`config.mk`:
```
export PLATFORM = sky130hd
export DESIGN_NAME = synchro_demodulator_flat
export DESIGN_NICKNAME = d
export VERILOG_FILES = /design/src/rtl/lockin_pkg.sv /design/src/rtl/synchro_demodulator_if.sv /design/src/rtl/chopper_edge_detect.sv /design/src/rtl/synchro_demodulator.sv /design/src/flat_wrapper.sv
export SDC_FILE = /design/constraint.sdc
export NUM_CORES = 1
export LEC_CHECK = 0
export CELL_PAD_IN_SITES_DETAIL_PLACEMENT = 2
export CELL_PAD_IN_SITES_GLOBAL_PLACEMENT = 2
export CORE_MARGIN = 1
export CORE_UTILIZATION = 35
export CTS_CLUSTER_DIAMETER = 80
export DETAILED_ROUTE_END_ITERATION = 8
export MAX_ROUTING_LAYER = met4
export PLACE_DENSITY = 0.95
export SLEW_MARGIN = 15
export SYNTH_ARGS = -nofsm -noshare
export SYNTH_HDL_FRONTEND = slang
export SYNTH_SLANG_ARGS = --single-unit
```
`constraint.sdc`:
```
create_clock -name clk_in -period 5.7 [get_ports clk_in]
set_input_delay 1.71 -clock clk_in [delete_from_list [all_inputs] [get_ports clk_in]]
set_output_delay 1.71 -clock clk_in [all_outputs]
set_load 0.1 [all_outputs]
```
`src/rtl/lockin_pkg.sv`:
```
// Shared types and helpers for the lock-in amplifier datapath.
package lockin_pkg;

  localparam logic MODE_HALF = 1'b0;
  localparam logic MODE_FULL = 1'b1;

  typedef enum logic {
    IDLE = 1'b0,
    RUN  = 1'b1
  } demod_state_t;

  // Result packs {sum[63:0], clamped}; callers cast down to their width.
  function automatic logic [64:0] sat_add(
    input logic signed [63:0] a,
    input logic signed [63:0] b,
    input int unsigned        w
  );
    logic signed [64:0] sum;
    logic signed [64:0] hi;
    logic signed [64:0] lo;
    logic signed [63:0] val;
    logic               clamp;
    sum   = $signed({a[63], a}) + $signed({b[63], b});
    hi    = (65'sd1 <<< (w - 1)) - 65'sd1;
    lo    = -(65'sd1 <<< (w - 1));
    val   = sum[63:0];
    clamp = 1'b0;
    if (sum > hi) begin
      val   = hi[63:0];
      clamp = 1'b1;
    end else if (sum < lo) begin
      val   = lo[63:0];
      clamp = 1'b1;
    end
    return {val, clamp};
  endfunction

endpackage

```
`src/rtl/synchro_demodulator_if.sv`:
```
// Sample/control/result bundle of the synchro demodulator.
interface synchro_demodulator_if #(
  parameter int DATA_W = 14,
  parameter int ACC_W  = 32,
  parameter int CNT_W  = 16
);

  logic                     en;
  logic                     mode_full;
  logic                     chopper_sig;
  logic signed [DATA_W-1:0] in_sig;
  logic signed [DATA_W:0]   mix_out;
  logic signed [ACC_W-1:0]  acc_out;
  logic [CNT_W-1:0]         samp_cnt;
  logic                     ovf_out;
  logic                     out_valid;

  modport master (
    output en, mode_full, chopper_sig, in_sig,
    input  mix_out, acc_out, samp_cnt, ovf_out, out_valid
  );

  modport slave (
    input  en, mode_full, chopper_sig, in_sig,
    output mix_out, acc_out, samp_cnt, ovf_out, out_valid
  );

endinterface

```
`src/rtl/chopper_edge_detect.sv`:
```
// Chopper level alignment and rising-edge detect.
// SYNCHRO_DEMOD_CHOPPER_SYNC_EN adds a 2-flop input synchroniser.
module chopper_edge_detect (
  input  logic clk_in,
  input  logic rst_in,
  input  logic chop_in,
  output logic chop_o,
  output logic rise_o
);

`ifdef SYNCHRO_DEMOD_CHOPPER_SYNC_EN
  logic [1:0] sync_d;
  logic [1:0] sync_q;

  always_comb begin
    sync_d = {sync_q[0], chop_in};
  end

  always_ff @(posedge clk_in) begin
    if (rst_in) begin
      sync_q <= '0;
    end else begin
      sync_q <= sync_d;
    end
  end

  assign chop_o = sync_q[1];
`else
  assign chop_o = chop_in;
`endif

  // lvl follows the mix register, prev one cycle behind it
  logic lvl_d, lvl_q;
  logic prev_d, prev_q;

  always_comb begin
    lvl_d  = chop_o;
    prev_d = lvl_q;
  end

  always_ff @(posedge clk_in) begin
    if (rst_in) begin
      lvl_q  <= 1'b0;
      prev_q <= 1'b0;
    end else begin
      lvl_q  <= lvl_d;
      prev_q <= prev_d;
    end
  end

  assign rise_o = lvl_q & ~prev_q;

endmodule

```
`src/rtl/synchro_demodulator.sv`:
```
// Phase-sensitive mixer plus per-frame saturating integrator.
// SYNCHRO_DEMOD_CHOPPER_SYNC_EN synchronises the chopper and delays in_sig.
module synchro_demodulator
  import lockin_pkg::*;
#(
  parameter int DATA_W    = 14,
  parameter int ACC_W     = 32,
  parameter int N_PERIODS = 4,
  parameter int CNT_W     = 16
) (
  input logic                  clk_in,
  input logic                  rst_in,
  synchro_demodulator_if.slave bus
);

  localparam int PER_W = (N_PERIODS > 1) ? $clog2(N_PERIODS) : 1;
  localparam logic [PER_W-1:0] PER_LAST = PER_W'(N_PERIODS - 1);
  localparam int EXT_W = ACC_W - DATA_W - 1;

  logic                     chop;
  logic                     rise;
  logic signed [DATA_W-1:0] samp;
  logic signed [DATA_W:0]   in_ext;
  logic signed [DATA_W:0]   mix_d, mix_q;
  logic signed [ACC_W-1:0]  mix_ext;
  logic [ACC_W:0]           sum_pk;
  logic signed [ACC_W-1:0]  acc_d, acc_q;
  logic signed [ACC_W-1:0]  acc_out_d, acc_out_q;
  logic [CNT_W-1:0]         cnt_d, cnt_q, cnt_inc;
  logic [CNT_W-1:0]         samp_cnt_d, samp_cnt_q;
  logic [PER_W-1:0]         per_d, per_q;
  logic                     ovf_d, ovf_q;
  logic                     ovf_out_d, ovf_out_q;
  logic                     vld_d, vld_q;
  demod_state_t             state_d, state_q;

  chopper_edge_detect u_edge (
    .clk_in (clk_in),
    .rst_in (rst_in),
    .chop_in(bus.chopper_sig),
    .chop_o (chop),
    .rise_o (rise)
  );

`ifdef SYNCHRO_DEMOD_CHOPPER_SYNC_EN
  logic signed [DATA_W-1:0] dly1_d, dly1_q;
  logic signed [DATA_W-1:0] dly2_d, dly2_q;

  always_comb begin
    dly1_d = bus.in_sig;
    dly2_d = dly1_q;
  end

  always_ff @(posedge clk_in) begin
    if (rst_in) begin
      dly1_q <= '0;
      dly2_q <= '0;
    end else begin
      dly1_q <= dly1_d;
      dly2_q <= dly2_d;
    end
  end

  assign samp = dly2_q;
`else
  assign samp = bus.in_sig;
`endif

  // widen first so negating the most negative sample is exact
  always_comb begin
    in_ext = {samp[DATA_W-1], samp};
    mix_d  = '0;
    if (chop) begin
      mix_d = in_ext;
    end else if (bus.mode_full == MODE_FULL) begin
      mix_d = -in_ext;
    end
  end

  always_comb begin
    mix_ext = {{EXT_W{mix_q[DATA_W]}}, mix_q};
    sum_pk  = (ACC_W + 1)'(sat_add(64'(acc_q), 64'(mix_ext), ACC_W));
    cnt_inc = (&cnt_q) ? cnt_q : cnt_q + CNT_W'(1);
  end

  always_comb begin
    state_d    = state_q;
    acc_d      = acc_q;
    cnt_d      = cnt_q;
    per_d      = per_q;
    ovf_d      = ovf_q;
    acc_out_d  = acc_out_q;
    samp_cnt_d = samp_cnt_q;
    ovf_out_d  = ovf_out_q;
    vld_d      = 1'b0;
    if (!bus.en) begin
      state_d = IDLE;
      acc_d   = '0;
      cnt_d   = '0;
      per_d   = '0;
      ovf_d   = 1'b0;
    end else begin
      unique case (state_q)
        IDLE: begin
          if (rise) begin
            state_d = RUN;
            acc_d   = mix_ext;
            cnt_d   = CNT_W'(1);
            per_d   = '0;
            ovf_d   = 1'b0;
          end
        end
        RUN: begin
          if (rise && per_q == PER_LAST) begin
            acc_out_d  = acc_q;
            samp_cnt_d = cnt_q;
            ovf_out_d  = ovf_q;
            vld_d      = 1'b1;
            acc_d      = mix_ext;
            cnt_d      = CNT_W'(1);
            per_d      = '0;
            ovf_d      = 1'b0;
          end else begin
            acc_d = sum_pk[ACC_W:1];
            ovf_d = ovf_q | sum_pk[0];
            cnt_d = cnt_inc;
            if (rise) begin
              per_d = per_q + PER_W'(1);
            end
          end
        end
        default: state_d = IDLE;
      endcase
    end
  end

  always_ff @(posedge clk_in) begin
    if (rst_in) begin
      mix_q      <= '0;
      state_q    <= IDLE;
      acc_q      <= '0;
      cnt_q      <= '0;
      per_q      <= '0;
      ovf_q      <= 1'b0;
      acc_out_q  <= '0;
      samp_cnt_q <= '0;
      ovf_out_q  <= 1'b0;
      vld_q      <= 1'b0;
    end else begin
      mix_q      <= mix_d;
      state_q    <= state_d;
      acc_q      <= acc_d;
      cnt_q      <= cnt_d;
      per_q      <= per_d;
      ovf_q      <= ovf_d;
      acc_out_q  <= acc_out_d;
      samp_cnt_q <= samp_cnt_d;
      ovf_out_q  <= ovf_out_d;
      vld_q      <= vld_d;
    end
  end

  assign bus.mix_out   = mix_q;
  assign bus.acc_out   = acc_out_q;
  assign bus.samp_cnt  = samp_cnt_q;
  assign bus.ovf_out   = ovf_out_q;
  assign bus.out_valid = vld_q;

endmodule

```
`src/flat_wrapper.sv`:
```
// flat-port wrapper written by rule: the top's interface ports become plain ports
module synchro_demodulator_flat import lockin_pkg::*;
#(
  parameter int DATA_W    = 14,
  parameter int ACC_W     = 32,
  parameter int N_PERIODS = 4,
  parameter int CNT_W     = 16
)
  (clk_in, rst_in, bus_en, bus_mode_full, bus_chopper_sig, bus_in_sig, bus_mix_out, bus_acc_out, bus_samp_cnt, bus_ovf_out, bus_out_valid);
  synchro_demodulator_if #(.DATA_W(DATA_W), .ACC_W(ACC_W), .CNT_W(CNT_W)) bus_i ();
  input logic clk_in;
  input logic rst_in;
  input wire logic [$bits(bus_i.en)-1:0] bus_en;
  input wire logic [$bits(bus_i.mode_full)-1:0] bus_mode_full;
  input wire logic [$bits(bus_i.chopper_sig)-1:0] bus_chopper_sig;
  input wire logic [$bits(bus_i.in_sig)-1:0] bus_in_sig;
  output wire logic [$bits(bus_i.mix_out)-1:0] bus_mix_out;
  output wire logic [$bits(bus_i.acc_out)-1:0] bus_acc_out;
  output wire logic [$bits(bus_i.samp_cnt)-1:0] bus_samp_cnt;
  output wire logic [$bits(bus_i.ovf_out)-1:0] bus_ovf_out;
  output wire logic [$bits(bus_i.out_valid)-1:0] bus_out_valid;
  assign bus_i.en = bus_en;
  assign bus_i.mode_full = bus_mode_full;
  assign bus_i.chopper_sig = bus_chopper_sig;
  assign bus_i.in_sig = bus_in_sig;
  assign bus_mix_out = bus_i.mix_out;
  assign bus_acc_out = bus_i.acc_out;
  assign bus_samp_cnt = bus_i.samp_cnt;
  assign bus_ovf_out = bus_i.ovf_out;
  assign bus_out_valid = bus_i.out_valid;
  synchro_demodulator #(.DATA_W(DATA_W), .ACC_W(ACC_W), .N_PERIODS(N_PERIODS), .CNT_W(CNT_W)) u_core (.clk_in(clk_in), .rst_in(rst_in), .bus(bus_i));
endmodule
```
* Word-level counts from Yosys, hierarchy flattened
Index checks and enable logic that the tools add are counted.
** Word-level totals
- Flip-flop bits (word level) :: 119
- Bits of input ports :: 19
- Output and inout port bits :: 65
- Logic and storage cells :: 57
** Operators by class
- Add/subtract/negate cells :: 4
- Magnitude comparators :: 2
- Equal/unequal tests :: 4
- Mux-type cells :: 23
- Bitwise logic cells :: 5
- Reductions and logical operators :: 7
** Operators with widths (number)
- $mux 32 :: 4
- $pmux 32 s2 :: 1
- $mux 16 :: 3
- $add 32x15->33 :: 1
- $gt 33x32->1 const B :: 1
- $lt 33x32->1 const B :: 1
- $pmux 16 s2 :: 1
- $mux 15 :: 2
- $add 16x1->16 const B :: 1
- $reduce_and 16->1 :: 1
- $neg 14->15 :: 1
- $mux 1 :: 7
- $mux 2 :: 3
- $pmux 2 s2 :: 1
- $reduce_and 2->1 :: 2
- $ne 3x2->1 const B :: 1
- $ne 3x3->1 const B :: 1
- $not 1->1 :: 3
- $reduce_and 3->1 :: 1
- $reduce_or 3->1 :: 1
- $add 2x1->2 const B :: 1
- $eq 2x2->1 const B :: 1
- $ne 2x1->1 const B :: 1
- $pmux 1 s2 :: 1
- 4 further kinds :: 4

* Logic depth before layout (Yosys ltp)
- Word-level depth :: 7
- Gate-level depth with buffers :: 14
- Depth with buffers taken out :: 12

* Hierarchy
A second synthesis with hierarchy kept.
** Second synthesis, totals
- Cells, all modules :: 820
- Area total of the unflattened synthesis :: 6402.4 sq um
** By module, submodules not included
- synchro_demodulator :: times used 1, cells an instance 814, area each 6333.6 sq um, seq. area each 2342.2 sq um
- chopper_edge_detect :: times used 1, cells an instance 6, area each 68.8 sq um, seq. area each 40.0 sq um

* Worst setup path after synthesis
Ideal clock, no wire load.
- Kind :: register to register
- From :: reg u_core.mix_q[14] (netlist: u_core.bus.mix_out[14])
- To :: reg u_core.acc_q[22]
- Setup time :: 0.138 ns
- Data arrival time :: 3.430 ns
- Required time :: 5.562 ns
- Path slack :: 2.131 ns
- Cell stages (with the launch flop) :: 14
- Buffers on the path :: 3
- Period minus slack after synthesis :: 3.569 ns
- Cell sequence :: dfxtp_1 > ha_1 > buf_6 > a21oi_2 > o21ai_2 > a2111oi_4 > a211oi_2 > a31oi_4 > nor2b_4 > a2bb2oi_4 > buf_6 > buf_8 > a21oi_2 > nor3_2
** On the way
- Word-level cells in the longest chain between the ends :: 6
- Elaborated cells between the ends (all ways) :: 8
- Those cells by class :: add/sub (1); order compare (2); mux (5)
** RTL lines
- from (decl) :: RTL line synchro_demodulator.sv:24 : logic signed [DATA_W:0] mix_d, mix_q;
- from (signal assigned) :: RTL line synchro_demodulator.sv:150 : mix_q <= mix_d;
- $add 32x15->33 :: RTL line lockin_pkg.sv:23 : sum = $signed({a[63], a}) + $signed({b[63], b});
- $lt 33x32->1 :: RTL line lockin_pkg.sv:31 : end else if (sum < lo) begin
- $mux 32 :: RTL line lockin_pkg.sv:31
- $mux 32 :: RTL line lockin_pkg.sv:28 : if (sum > hi) begin
- $mux 32 :: RTL line synchro_demodulator.sv:114 : if (rise && per_q == PER_LAST) begin
- $pmux 32 s2 (*) :: RTL line synchro_demodulator.sv:103 : unique case (state_q)
- to (signal assigned) :: RTL line synchro_demodulator.sv:141 : acc_q <= '0;
- to (signal assigned) :: RTL line synchro_demodulator.sv:152 : acc_q <= acc_d;
- to (decl) :: RTL line synchro_demodulator.sv:27 : logic signed [ACC_W-1:0] acc_d, acc_q;
Every way passes the cells marked *; elsewhere a longest branch is shown, timed or not. The select of a mux whose other input is x is not followed.
A chain may end at the register's enable or synchronous reset.

* Worst setup path in the final report
- From :: reg u_core.mix_q[14] (netlist: u_core.bus.mix_out[14])
- To :: out bus_mix_out[14]
** RTL lines
- to (decl) :: RTL line flat_wrapper.sv:17 : output wire logic [$bits(bus_i.mix_out)-1:0] bus_mix_out;
No word-level cell between the ends.

==> report_table.html <==
<table>
<tr><th>Metric</th><th>Value</th></tr>
<tr><th colspan="2">Run status</th></tr>
<tr><td>Outcome</td><td>finished clean</td></tr>
<tr><th colspan="2">Yosys</th></tr>
<tr><td>Cells after synthesis</td><td>825</td></tr>
<tr><td>Synth Area in Compound Gates</td><td>0.2298</td></tr>
<tr><td>Synth top area share</td><td>0.3680</td></tr>
<tr><td>Mean Syn Cell Area</td><td>7.847 sq um</td></tr>
<tr><td>Adder and majority gate portion of the synthesized area</td><td>0.07074</td></tr>
<tr><td>Netlist area before placement</td><td>6474 sq um</td></tr>
<tr><td>Share of the synthesized netlist area taken by xor and xnor gates</td><td>0.06088</td></tr>
<tr><td>Proportion of synthesized chip area in sequential cells</td><td>0.3680</td></tr>
<tr><td>Nets in the synthesized netlist</td><td>880</td></tr>
<tr><td>Proportion of synthesized area in mux cells</td><td>0.003479</td></tr>
<tr><td>Most frequently used cell type in the post-synthesis netlist</td><td>sky130_fd_sc_hd__nand2_1</td></tr>
<tr><td>Leading cell types by total area after synthesis</td><td>sky130_fd_sc_hd__dfxtp_1, sky130_fd_sc_hd__nand2_1, sky130_fd_sc_hd__a21oi_1</td></tr>
<tr><td>Combinational family with the most area after synthesis</td><td>compound AO/OA/AOI/OAI gates</td></tr>
<tr><td>Count of different cell masters after synthesis</td><td>62</td></tr>
<tr><td>Dominant cell type by area after synthesis</td><td>sky130_fd_sc_hd__dfxtp_1</td></tr>
<tr><td>Async S/R FF share, synth</td><td>0</td></tr>
<tr><td>Post-synthesis share of cell area spent on and, or, nand and nor gates</td><td>0.2271</td></tr>
<tr><td>Dominant register cell in the synthesized netlist</td><td>sky130_fd_sc_hd__dfxtp_1</td></tr>
<tr><td>Synth Register Bits</td><td>between 100 and 150</td></tr>
<tr><td>Commonest cells in the synthesized netlist</td><td>sky130_fd_sc_hd__nand2_1, sky130_fd_sc_hd__dfxtp_1, sky130_fd_sc_hd__a21oi_1, sky130_fd_sc_hd__nor2_1, sky130_fd_sc_hd__o21ai_0</td></tr>
<tr><td>Count of yosys warnings during synthesis</td><td>0</td></tr>
<tr><td>Number of enable-type register cells in the synthesized netlist</td><td>0</td></tr>
<tr><th colspan="2">Critical path</th></tr>
<tr><td>Worst reg2reg path startpoint</td><td>u_core.bus.mix_out[14]</td></tr>
<tr><td>Top delay family on crit path</td><td>buffers and inverters</td></tr>
<tr><td>Required time at the worst-slack endpoint</td><td>3990 ps</td></tr>
<tr><td>Worst-path cell chain</td><td>clkdlybuf4s50_1</td></tr>
<tr><td>Type of origin of the critical path</td><td>register</td></tr>
<tr><td>Count of buffer and inverter cells on the critical path</td><td>1</td></tr>
<tr><td>Crit path arrival time</td><td>2750 ps</td></tr>
<tr><td>Reg-to-reg endpoint</td><td>u_core.acc_q[28]</td></tr>
<tr><td>Longest individual stage delay on the worst path</td><td>about 1300 ps</td></tr>
<tr><td>Number of cells on the worst reg-to-reg path</td><td>10</td></tr>
<tr><td>Setup slack of the most critical reg-to-reg path</td><td>1370 ps</td></tr>
<tr><td>Endpoint type of the worst setup path</td><td>output port</td></tr>
<tr><td>Worst setup path class</td><td>register to output port</td></tr>
<tr><td>Slowest-stage cell, CP</td><td>sky130_fd_sc_hd__clkdlybuf4s50_1</td></tr>
<tr><td>Maximum fanout along the worst path</td><td>20</td></tr>
<tr><th colspan="2">Clock tree</th></tr>
<tr><td>Worst-case clock buffer depth</td><td>2</td></tr>
<tr><td>Clk root buf</td><td>sky130_fd_sc_hd__clkbuf_16</td></tr>
<tr><td>Number of clock sinks</td><td>119</td></tr>
<tr><td># Post-CTS Setup Buffers</td><td>0</td></tr>
<tr><td>Num CTS Buffers</td><td>17</td></tr>
<tr><td>Maximum level of the CTS H-tree</td><td>4</td></tr>
<tr><td>Number of hold buffers added after cts</td><td>0</td></tr>
<tr><td>Post-CTS resize count</td><td>0</td></tr>
<tr><td>Clock-pin slew of the registers on the worst-case setup and hold paths</td><td>60 ps</td></tr>
<tr><td>Clock network latency to the later pin of the worst-skew pair</td><td>440 ps</td></tr>
<tr><td>TritonCTS clock tree</td><td>yes</td></tr>
<tr><th colspan="2">Flow run</th></tr>
<tr><td>Max-cap violation count</td><td>0</td></tr>
<tr><th colspan="2">Global route</th></tr>
<tr><td>Aggregate global routing overflow</td><td>0</td></tr>
<tr><td>Via count of the first global-routing pass</td><td>7,575</td></tr>
<tr><td>Pin count of the biggest net entering global routing</td><td>56</td></tr>
<tr><td>Global-route wire length before repair</td><td>around 42,000 microns</td></tr>
<tr><td>Gr usage total</td><td>0.2913</td></tr>
<tr><td>Initial antenna violation count</td><td>0</td></tr>
<tr><th colspan="2">Cells and area</th></tr>
<tr><td>Share of post-route cells with drive strength above 1</td><td>0.08691</td></tr>
<tr><td>Number of antenna cells inserted</td><td>0</td></tr>
<tr><td>Growth of design area from synthesis to finish</td><td>24.26%</td></tr>
<tr><td>Number of nets in the layout</td><td>951</td></tr>
<tr><td>Non-filler cells in the finished layout</td><td>1,138</td></tr>
<tr><th colspan="2">Pwr</th></tr>
<tr><td>Maximum vdd drop</td><td>0.1817 mV</td></tr>
<tr><td>Leak pwr</td><td>2.849 nW</td></tr>
<tr><td>Pwr dens</td><td>roughly 280 nW/um^2</td></tr>
<tr><th colspan="2">Floorplan</th></tr>
<tr><td>Die height</td><td>138 microns</td></tr>
<tr><td>Standard-cell row count</td><td>49</td></tr>
<tr><td>Core region area</td><td>18,020 sq um</td></tr>
<tr><td>Overall die width</td><td>around 140 microns</td></tr>
<tr><td>Total I/O pin count</td><td>84</td></tr>
<tr><td>Floorplan die area</td><td>19,040 sq um</td></tr>
<tr><td>Starting Density</td><td>0.3592</td></tr>
<tr><th colspan="2">Timing</th></tr>
<tr><td>Worst Skew</td><td>9.586 ps</td></tr>
<tr><td>Total Neg Setup Slack</td><td>0 ps</td></tr>
<tr><td>Actual transition at the worst max-transition pin</td><td>1140 ps</td></tr>
<tr><td>Final setup violation count</td><td>0</td></tr>
<tr><td>Unrepaired setup endpoints after global routing</td><td>false</td></tr>
<tr><td>Peak Freq</td><td>0.2242 GHz</td></tr>
<tr><td>Post-route fraction of the period consumed by the critical path</td><td>0.7826</td></tr>
<tr><td>Slew Limit Headroom</td><td>0.2372</td></tr>
<tr><td>Slew Viols, Final</td><td>0</td></tr>
<tr><td>Hold violation total from the final report</td><td>0</td></tr>
<tr><td>Final critical delay including setup and external delays</td><td>4461 ps</td></tr>
<tr><th colspan="2">Drt</th></tr>
<tr><td>Per-cell via count in the routed design</td><td>5.792</td></tr>
<tr><td>Number of iterations in the first detailed-routing pass</td><td>4</td></tr>
<tr><td>Number of vias after detailed routing</td><td>6,591</td></tr>
<tr><td>Antenna violation net count after detailed routing</td><td>0</td></tr>
<tr><td>Wire length after detailed routing</td><td>26,350 microns</td></tr>
<tr><td>Number of remaining DRC errors</td><td>0</td></tr>
<tr><td>Routed wirelength normalized by instance count</td><td>between 20 and 25 microns</td></tr>
<tr><td>DRC violation total after the first TritonRoute iteration</td><td>283</td></tr>
<tr><th colspan="2">Placed design</th></tr>
<tr><td>Number of cells after detailed placement</td><td>1,106</td></tr>
<tr><td>Placed wire-length estimate after detailed placement</td><td>between 15,000 and 20,000 microns</td></tr>
<tr><td>IO buf count</td><td>83</td></tr>
<tr><td>Placer congestion estimate</td><td>around 0.87</td></tr>
<tr><th colspan="2">Hold path</th></tr>
<tr><td>WHS Path Cells</td><td>2</td></tr>
<tr><td>Worst hold path class</td><td>register to register</td></tr>
<tr><td>Min-Delay Endpoint</td><td>u_core.bus.acc_out[25]</td></tr>
<tr><td>Worst hold start</td><td>u_core.bus.acc_out[25]</td></tr>
</table>
==> worst reg2reg max path: stages (launching register included) <==
cell                       delay, ps
sky130_fd_sc_hd__dfxtp_1        1020
sky130_fd_sc_hd__ha_1            470
sky130_fd_sc_hd__a21oi_1         280
sky130_fd_sc_hd__o21ai_0         250
sky130_fd_sc_hd__a21boi_1        210
sky130_fd_sc_hd__o211ai_1        110
sky130_fd_sc_hd__a21oi_1         230
sky130_fd_sc_hd__and2b_1         250
sky130_fd_sc_hd__mux2i_4         810
sky130_fd_sc_hd__o21bai_2        300
sky130_fd_sc_hd__a211oi_1        310
==> cells by family (layout without fill, tap and decap cells) <==
kind of cell / after synthesis / count (layout)
AOI/OAI and AO/OA: 242 / 242
adders and majority gates: 36 / 36
muxes: 1 / 1
and+or+nand+nor: 325 / 325
DFF: 119 / 119
buffers and inverters: 57 / 141
xor gates and xnor gates: 45 / 45
==> layer usage <==
layer / global-route usage / routed length (microns)
met5: - / 0
met4: 0.1729 / 1229
met3: 0.04468 / 771
met2: 0.5068 / 13530
met1: 0.3125 / 10820
==> layout make-up <==
cell class	count	area [sq um]
Sequential cell	119	2382
Inverter	21	78.83
Timing Repair Buffer	88	863.3
Tap cell	229	286.5
Fill cell	2019	9981
Clock buffer	20	466.7
Multi-Input combinational cell	649	3851
Clock inverter	12	115.1
==> registers in the layout (all words and copies together), names as in the netlist, 2 cells and up <==
| register | flops |
|---|---|
| u_core.bus.mix_out | 15 |
| u_core.cnt_q | 16 |
| u_core.acc_q | 32 |
| u_core.per_q | 2 |
| u_core.bus.acc_out | 32 |
| u_core.bus.samp_cnt | 16 |
==> cells in the final DEF, fill, tap and decap left out, types with 6 or more instances in the layout <==
cell / n
sky130_fd_sc_hd__o21bai_1: 6
sky130_fd_sc_hd__clkdlybuf4s50_1: 82
sky130_fd_sc_hd__dfxtp_1: 119
sky130_fd_sc_hd__ha_1: 35
sky130_fd_sc_hd__o21ai_1: 11
sky130_fd_sc_hd__nor2_1: 83
sky130_fd_sc_hd__o21ai_0: 46
sky130_fd_sc_hd__clkbuf_16: 17
sky130_fd_sc_hd__nand2b_1: 11
sky130_fd_sc_hd__xor2_1: 16
sky130_fd_sc_hd__xnor2_1: 29
sky130_fd_sc_hd__nand2_1: 153
sky130_fd_sc_hd__nand4_1: 10
sky130_fd_sc_hd__nand3_1: 11
sky130_fd_sc_hd__a211oi_1: 10
sky130_fd_sc_hd__a21oi_2: 12
sky130_fd_sc_hd__nor3_2: 10
sky130_fd_sc_hd__inv_1: 20
sky130_fd_sc_hd__a31oi_1: 9
sky130_fd_sc_hd__or3_1: 7
sky130_fd_sc_hd__nor3_1: 13
sky130_fd_sc_hd__a21oi_1: 109
==> stage by stage <==
stage	hold slack [ps]	utilization	worst slack [ps]	area [sq um]	power (mW)
5_1_grt	482.1	0.4463	1143	8044	2.289
3_5_place_dp	452.1	0.4136	1607	7456	1.149
2_1_floorplan	428.5	-	2131	6474	1.069
3_3_place_gp	441.9	0.4136	1811	7456	1.134
6_report	456.7	0.4463	1239	8044	2.227
4_1_cts	460.5	0.4459	1250	8038	2.237
==> worst max-delay path by stage <==
| stage | start | end | slack [ps] | cells after the start |
|---|---|---|---|---|
| 6_report | u_core.bus.mix_out[14] | bus_mix_out[14] | 1240 | 1 |
| 3_5_place_dp | u_core.bus.mix_out[14] | u_core.acc_q[29] | 1610 | 10 |
| 5_1_grt | u_core.bus.mix_out[14] | u_core.acc_q[30] | 1140 | 10 |
| 2_1_floorplan | u_core.bus.mix_out[14] | u_core.acc_q[22] | 2130 | 13 |
| 4_1_cts | u_core.bus.mix_out[14] | bus_mix_out[14] | 1250 | 1 |
| 3_3_place_gp | u_core.bus.mix_out[14] | bus_mix_out[14] | 1810 | 1 |
==> power breakdown <==
part	switching [mW]	internal [mW]	total, mW
sequential	0.0217	0.848	0.870
clock	0.445	0.639	1.08
combinational	0.190	0.0841	0.274
(Power assumes the default switching activity.)
